<file path="config.mk">
export PLATFORM = sky130hd
export DESIGN_NAME = fpmul_arbiter
export DESIGN_NICKNAME = d
export VERILOG_FILES = /design/src/rtl/fpmul_pkg.sv /design/src/rtl/fpmul_arbiter_mul.sv /design/src/rtl/fpmul_arbiter_rr.sv /design/src/rtl/fpmul_arbiter.sv
export SDC_FILE = /design/constraint.sdc
export NUM_CORES = 2
export LEC_CHECK = 0
export BUFFER_PORTS_ARGS = -buffer_cell sky130_fd_sc_hd__buf_2
export CAP_MARGIN = 20
export CORE_UTILIZATION = 44
export CTS_CLUSTER_SIZE = 24
export DETAILED_ROUTE_END_ITERATION = 10
export PLACE_DENSITY = 0.75
export SYNTH_ARGS = -nofsm -noshare
export SYNTH_HDL_FRONTEND = slang
export SYNTH_SLANG_ARGS = --single-unit
</file>
<file path="constraint.sdc">
create_clock -name clk -period 10.4 [get_ports clk]
set_input_delay 0.52 -clock clk [delete_from_list [all_inputs] [get_ports clk]]
set_output_delay 0.52 -clock clk [all_outputs]
set_load 0.03 [all_outputs]
</file>
<file path="src/rtl/fpmul_pkg.sv">
// Shared types and constants for the fp32 multiplier arbiter.
// Exports fp32_t, arb_state_t and a few fp32 bit patterns.
package fpmul_pkg;

  typedef logic [31:0] fp32_t;

  typedef enum logic [1:0] {
    IDLE = 2'd0,
    EXEC = 2'd1,
    RESP = 2'd2
  } arb_state_t;

  localparam fp32_t FP_ONE  = 32'h3f80_0000;
  localparam fp32_t FP_INF  = 32'h7f80_0000;
  localparam fp32_t FP_QNAN = 32'h7fc0_0000;

endpackage

</file>
<file path="src/rtl/fpmul_arbiter_mul.sv">
// Combinational IEEE-754 single multiply, round-to-nearest-even.
// Ports: a, b in; y out. Subnormals flush to signed zero.
module fp32_mul
  import fpmul_pkg::*;
(
  input  fp32_t a,
  input  fp32_t b,
  output fp32_t y
);

  logic              sign;
  logic [7:0]        ea;
  logic [7:0]        eb;
  logic              a_zero, b_zero;
  logic              a_inf, b_inf;
  logic              a_nan, b_nan;
  logic [47:0]       prod;
  logic signed [9:0] exp_s;
  logic [22:0]       mant;
  logic              guard;
  logic              sticky;
  logic [23:0]       rnd;
  logic [22:0]       mant_r;

  always_comb begin
    sign   = a[31] ^ b[31];
    ea     = a[30:23];
    eb     = b[30:23];
    a_zero = (ea == 8'h00);
    b_zero = (eb == 8'h00);
    a_inf  = (ea == 8'hff) && (a[22:0] == '0);
    b_inf  = (eb == 8'hff) && (b[22:0] == '0);
    a_nan  = (ea == 8'hff) && (a[22:0] != '0);
    b_nan  = (eb == 8'hff) && (b[22:0] != '0);

    prod  = {24'd0, 1'b1, a[22:0]} * {24'd0, 1'b1, b[22:0]};
    exp_s = $signed({2'b00, ea}) + $signed({2'b00, eb})
          - 10'sd127;

    // Significand product lies in [1,4): normalise by one bit.
    if (prod[47]) begin
      mant   = prod[46:24];
      guard  = prod[23];
      sticky = |prod[22:0];
      exp_s  = exp_s + 10'sd1;
    end else begin
      mant   = prod[45:23];
      guard  = prod[22];
      sticky = |prod[21:0];
    end

    rnd = {1'b0, mant} + {23'd0, guard & (sticky | mant[0])};
    if (rnd[23]) begin
      mant_r = '0;
      exp_s  = exp_s + 10'sd1;
    end else begin
      mant_r = rnd[22:0];
    end

    if (a_nan || b_nan) begin
      y = FP_QNAN;
    end else if ((a_inf && b_zero) || (b_inf && a_zero)) begin
      y = FP_QNAN;
    end else if (a_inf || b_inf) begin
      y = {sign, FP_INF[30:0]};
    end else if (a_zero || b_zero) begin
      y = {sign, 31'd0};
    end else if (exp_s >= 10'sd255) begin
      y = {sign, FP_INF[30:0]};
    end else if (exp_s <= 10'sd0) begin
      y = {sign, 31'd0};
    end else begin
      y = {sign, exp_s[7:0], mant_r};
    end
  end

endmodule

</file>
<file path="src/rtl/fpmul_arbiter_rr.sv">
// Round-robin grant picker: first set req bit at or above ptr, wrapping.
// Ports: req, ptr in; grant_oh, grant_idx, any_req out. Combinational.
module rr_arbiter #(
  parameter int N = 4,
  parameter int W = (N > 1) ? $clog2(N) : 1
) (
  input  logic [N-1:0] req,
  input  logic [W-1:0] ptr,
  output logic [N-1:0] grant_oh,
  output logic [W-1:0] grant_idx,
  output logic         any_req
);

  localparam int WP = W + 1;
  localparam logic [WP-1:0] N_W = WP'(N);

  logic [WP-1:0] pos;
  logic          found;

  // ptr + k never exceeds 2N-2, so one subtraction wraps it.
  always_comb begin
    grant_oh  = '0;
    grant_idx = '0;
    found     = 1'b0;
    pos       = '0;
    for (int k = 0; k < N; k++) begin
      pos = {1'b0, ptr} + WP'(k);
      if (pos >= N_W) pos = pos - N_W;
      if (!found && req[pos[W-1:0]]) begin
        found               = 1'b1;
        grant_oh[pos[W-1:0]] = 1'b1;
        grant_idx           = pos[W-1:0];
      end
    end
  end

  assign any_req = |req;

endmodule

</file>
<file path="src/rtl/fpmul_arbiter.sv">
// Round-robin sharing of one fp32 multiplier among NUM_REQ requesters.
// Ports: clk, rst; req_valid/ready/a/b per requester;
// resp_valid/ready/y/id; busy_cnt (counts with FPMUL_ARB_STATS_EN).
module fpmul_arbiter
  import fpmul_pkg::*;
#(
  parameter int NUM_REQ = 4,
  parameter int ID_W    = (NUM_REQ > 1) ? $clog2(NUM_REQ) : 1
) (
  input  logic                 clk,
  input  logic                 rst,
  input  logic [NUM_REQ-1:0]   req_valid,
  output logic [NUM_REQ-1:0]   req_ready,
  input  logic [NUM_REQ*32-1:0] req_a,
  input  logic [NUM_REQ*32-1:0] req_b,
  output logic                 resp_valid,
  input  logic                 resp_ready,
  output logic [31:0]          resp_y,
  output logic [ID_W-1:0]      resp_id,
  output logic [31:0]          busy_cnt
);

  localparam logic [ID_W-1:0] LAST = ID_W'(NUM_REQ - 1);

  arb_state_t          state;
  logic [ID_W-1:0]     rr_ptr;
  fp32_t               op_a;
  fp32_t               op_b;
  logic [ID_W-1:0]     op_id;
  fp32_t               mul_y;

  fp32_t               a_arr [NUM_REQ];
  fp32_t               b_arr [NUM_REQ];

  logic [NUM_REQ-1:0]  grant_oh;
  logic [ID_W-1:0]     grant_idx;
  logic                any_req;

  for (genvar i = 0; i < NUM_REQ; i++) begin : g_unpack
    assign a_arr[i] = req_a[32*i +: 32];
    assign b_arr[i] = req_b[32*i +: 32];
  end

  rr_arbiter #(
    .N (NUM_REQ),
    .W (ID_W)
  ) u_rr (
    .req       (req_valid),
    .ptr       (rr_ptr),
    .grant_oh  (grant_oh),
    .grant_idx (grant_idx),
    .any_req   (any_req)
  );

  fp32_mul mul (
    .a (op_a),
    .b (op_b),
    .y (mul_y)
  );

  // Reset wins over a same-cycle handshake, so it masks the grant.
  assign req_ready = (state == IDLE && !rst) ? grant_oh : '0;

  always_ff @(posedge clk) begin
    if (rst) begin
      state      <= IDLE;
      rr_ptr     <= '0;
      op_a       <= '0;
      op_b       <= '0;
      op_id      <= '0;
      resp_valid <= 1'b0;
      resp_y     <= '0;
      resp_id    <= '0;
    end else begin
      unique case (state)
        IDLE: begin
          if (any_req) begin
            op_a   <= a_arr[grant_idx];
            op_b   <= b_arr[grant_idx];
            op_id  <= grant_idx;
            rr_ptr <= (grant_idx == LAST) ? '0 : grant_idx + 1'b1;
            state  <= EXEC;
          end
        end
        EXEC: begin
          resp_y     <= mul_y;
          resp_id    <= op_id;
          resp_valid <= 1'b1;
          state      <= RESP;
        end
        RESP: begin
          if (resp_ready) begin
            resp_valid <= 1'b0;
            state      <= IDLE;
          end
        end
        default: state <= IDLE;
      endcase
    end
  end

`ifdef FPMUL_ARB_STATS_EN
  logic [31:0] busy_q;

  always_ff @(posedge clk) begin
    if (rst) begin
      busy_q <= '0;
    end else if (state != IDLE && busy_q != 32'hffff_ffff) begin
      busy_q <= busy_q + 32'd1;
    end
  end

  assign busy_cnt = busy_q;
`else
  assign busy_cnt = '0;
`endif

endmodule

</file>
==> impl_metrics.json <==
{
  "synthCells": 3656,
  "hp-start": "resp_ready",
  "required_ns": 10.73,
  "ioPinCount": 334,
  "die_h_um": 254.7,
  "final_layout_size_suffix_gt1_share_pct": 11.80,
  "htree_levels": 3,
  "fmax_ghz": 0.1008,
  "start_util_pct": 44.54,
  "route.detailed.drc": 0,
  "first_global_vias": 26655,
  "ant_nets": 0,
  "nNetsFinal": 4781,
  "synthArstFlopShare_pct": 0,
  "dieArea_um2": 64870,
  "synth.distinct_cells": 92,
  "crit_slowest_cell": "dfxtp_1",
  "crit_path_max_fanout": 12,
  "setup_viol": 0,
  "maxCapViolations": 0,
  "arrival_ns": 10.25,
  "fillCellCount": 6162,
  "routedWlPerCell_um": 18.33,
  "antenna_found_initial": 1,
  "coreArea_um2": 63080,
  "num_rows": 92,
  "path_buf_inv": 3,
  "critPathMostFrequentCell": "fa_1",
  "status": "complete, no violations",
  "via_count": 25858,
  "portBuffers": 301,
  "worstReg2RegStart": "op_a[4]$_SDFFE_PP0P_",
  "slowest_delay_ns": 0.93,
  "clock_path_buffers": 2,
  "rsz0062_at_grt": "no",
  "grt_pass1_wl_mm": 140.8,
  "n_antenna_cell": 0,
  "root_buffer": "clkbuf_16",
  "synth_area_leaders": "fa_1 (34%), nand2_1 (9.7%), ha_1 (8.5%)",
  "clock_sinks": 105,
  "synth_seq_cells": 105,
  "avgViaCountPerCell": 5.510,
  "whs_ns": 0.4166,
  "layout_min_cycle_time_ns": 9.919,
  "finClkSkew_ns": 0.01589,
  "synth_edf_count": 0,
  "yosysTopAreaCell": "fa_1",
  "worst-path-stages": 28,
  "setup.worst_path.start": "op_a[4]$_SDFFE_PP0P_",
  "ys_warn_count": 0,
  "areaGrowthSynthToFinish_pct": 9.369,
  "hold_depth": 3,
  "syn_area_um2": 28100,
  "routed_wl_mm": 86.04,
  "dr.pass1.iters": 5,
  "end_kind": "flop",
  "seqCellArea_um2": 2121,
  "fin_tns_setup_ns": 0,
  "hp-class": "input port to flop",
  "multiInputGateArea_um2": 22820,
  "grt_overflow": 0,
  "synthFlopType": "dfxtp_1",
  "slew_violations": 0,
  "fin_crit_sh_pct": 95.38,
  "gp_congestion": 0.9801,
  "path_class": "flop to flop",
  "slew_headroom_pct": 33.23,
  "final_hold_viol_count": 0,
  "hold_buffers": 0,
  "drtIter0Drc": 2184,
  "cp-start-kind": "flop",
  "cts-buffers-inserted": 9,
  "grt_max_degree": 80,
  "grt_usage_pct": 27.82,
  "crit_family": "adder cells",
  "postSynthAreaPerCell_um2": 7.686,
  "cts.clk_slew.worst_paths_ns": 0.09,
  "worstMarginPinSlew_ns": 1.000,
  "cts_tree": "done",
  "worstRegToRegCells": 28,
  "clkLatencyLatePin_ns": 0.39,
  "dp.final_hpwl_mm": 70.06,
  "die_w_um": 254.7,
  "synth-seq-area-share_pct": 7.481,
  "yosysTopAreaCellShare_pct": 34.41
}
[cell usage in the layout, fill, tap and decap left out, drive strengths merged, types with 6 or more instances in the layout]
cell and n:
a2111oi 6, and2 245, o21a 10, a21oi 177, clkbuf 9, o21ai 94, nor2b 9, o21bai 10
or3 16, a211oi 23, mux2i 9, dfxtp 105, buf 387, or4 6, o211ai 20, xnor2 46
nand3 215, conb 32, nor2 144, ha 192, a31oi 15, nand2b 6, xor2 25, a21boi 6
a31o 7, a21o 12, nor3 30, fa 483, inv 606, nand2 724, nand4 34, a311oi 8
nor4 23, and3 9, a22oi 9
[synthesized netlist by cell type, types with 8 or more instances]
| library cell | number |
|---|---|
| a211oi_1 | 21 |
| a21o_1 | 12 |
| a21oi_1 | 177 |
| a22oi_1 | 9 |
| a311oi_1 | 8 |
| a31oi_1 | 15 |
| and2_1 | 245 |
| and3_1 | 9 |
| buf_2 | 11 |
| buf_4 | 32 |
| clkbuf_1 | 194 |
| dfxtp_1 | 105 |
| fa_1 | 483 |
| ha_1 | 192 |
| inv_1 | 605 |
| mux2i_1 | 9 |
| nand2_1 | 723 |
| nand3_1 | 215 |
| nand4_1 | 34 |
| nor2_1 | 144 |
| nor2b_1 | 9 |
| nor3_1 | 30 |
| nor4_1 | 22 |
| o211ai_1 | 20 |
| o21a_1 | 10 |
| o21ai_0 | 63 |
| o21ai_1 | 31 |
| o21bai_1 | 10 |
| or3_1 | 15 |
| xnor2_1 | 46 |
| xor2_1 | 25 |
[cell families (layout without fill, tap and decap cells)]
family                     count (synthesis)  count (layout)  synth area share, %
and+or+nand+nor                         1486            1486                24.55
other                                      1              32              0.01335
adders and majority gates                675             675                42.96
xor gates and xnor gates                  73              73                2.373
buffers and inverters                    851            1011                11.90
DFF                                      105             105                7.481
AOI/OAI and AO/OA                        450             450                10.12
muxes                                     15              15               0.6011
[registers in the layout, summed over array words and instances (netlist names), named ones only]
signal      flops
op_a           32
op_b           32
resp_y         32
op_id           2
resp_id         2
state           2
resp_valid      1
rr_ptr          1
[path summary, 6_finish.rpt]
check / slack, ns / endpoint
worst max-delay path: 0.48 / resp_y[20]$_SDFFE_PP0P_
worst max register to register: 0.48 / resp_y[20]$_SDFFE_PP0P_
worst min register to register: 0.45 / resp_y[16]$_SDFFE_PP0P_
worst min-delay path: 0.42 / state[1]$_SDFFE_PP0P_
[per-stage QoR]
step | std cells | setup slack (ns) | utilization (%) | cell area (um^2)
3_5_place_dp | 4672 | 0.4096 | 48.15 | 30370
4_1_cts | 4687 | 0.3222 | 48.60 | 30660
5_1_grt | 4693 | 0.0003570 | 48.72 | 30730
3_3_place_gp | 4672 | 0.5772 | 48.15 | 30370
6_report | 4693 | 0.4807 | 48.72 | 30730
2_1_floorplan | 3687 | 0.6308 | - | 28210
[tightest hold or removal path: cells and delay by family]
kind,cells,cell delay [ns]
buf+inv,1,0.08
compound gates,1,0.05
simple gates,1,0.10
[layer usage]
| layer | share of wire (%) | track usage [%] | wire length (um) |
|---|---|---|---|
| met1 | 39 | 33.85 | 33230 |
| met2 | 47 | 46.79 | 40860 |
| met4 | 6.2 | 15.74 | 5336 |
| met3 | 7.7 | 4.460 | 6600 |
| met5 | 0 | 0 | 0 |
[repair_timing]
action | in CTS | in global routing
setup endpoints to repair | 0 | 26
resized for setup | 0 | 18
setup buffers | 0 | 6
[layout make-up]
cell class	instances	area share, %
Sequential cell	105	6.901
Timing Repair Buffer	387	7.003
Multi-Input combinational cell	2731	74.25
Clock inverter	6	0.2036
Tap cell	846	3.445
Inverter	609	7.463
Clock buffer	9	0.7329
Power is left out: the tool's default activity adds up to more than one toggle a clock period on the data nets, which glitch-free logic cannot reach.
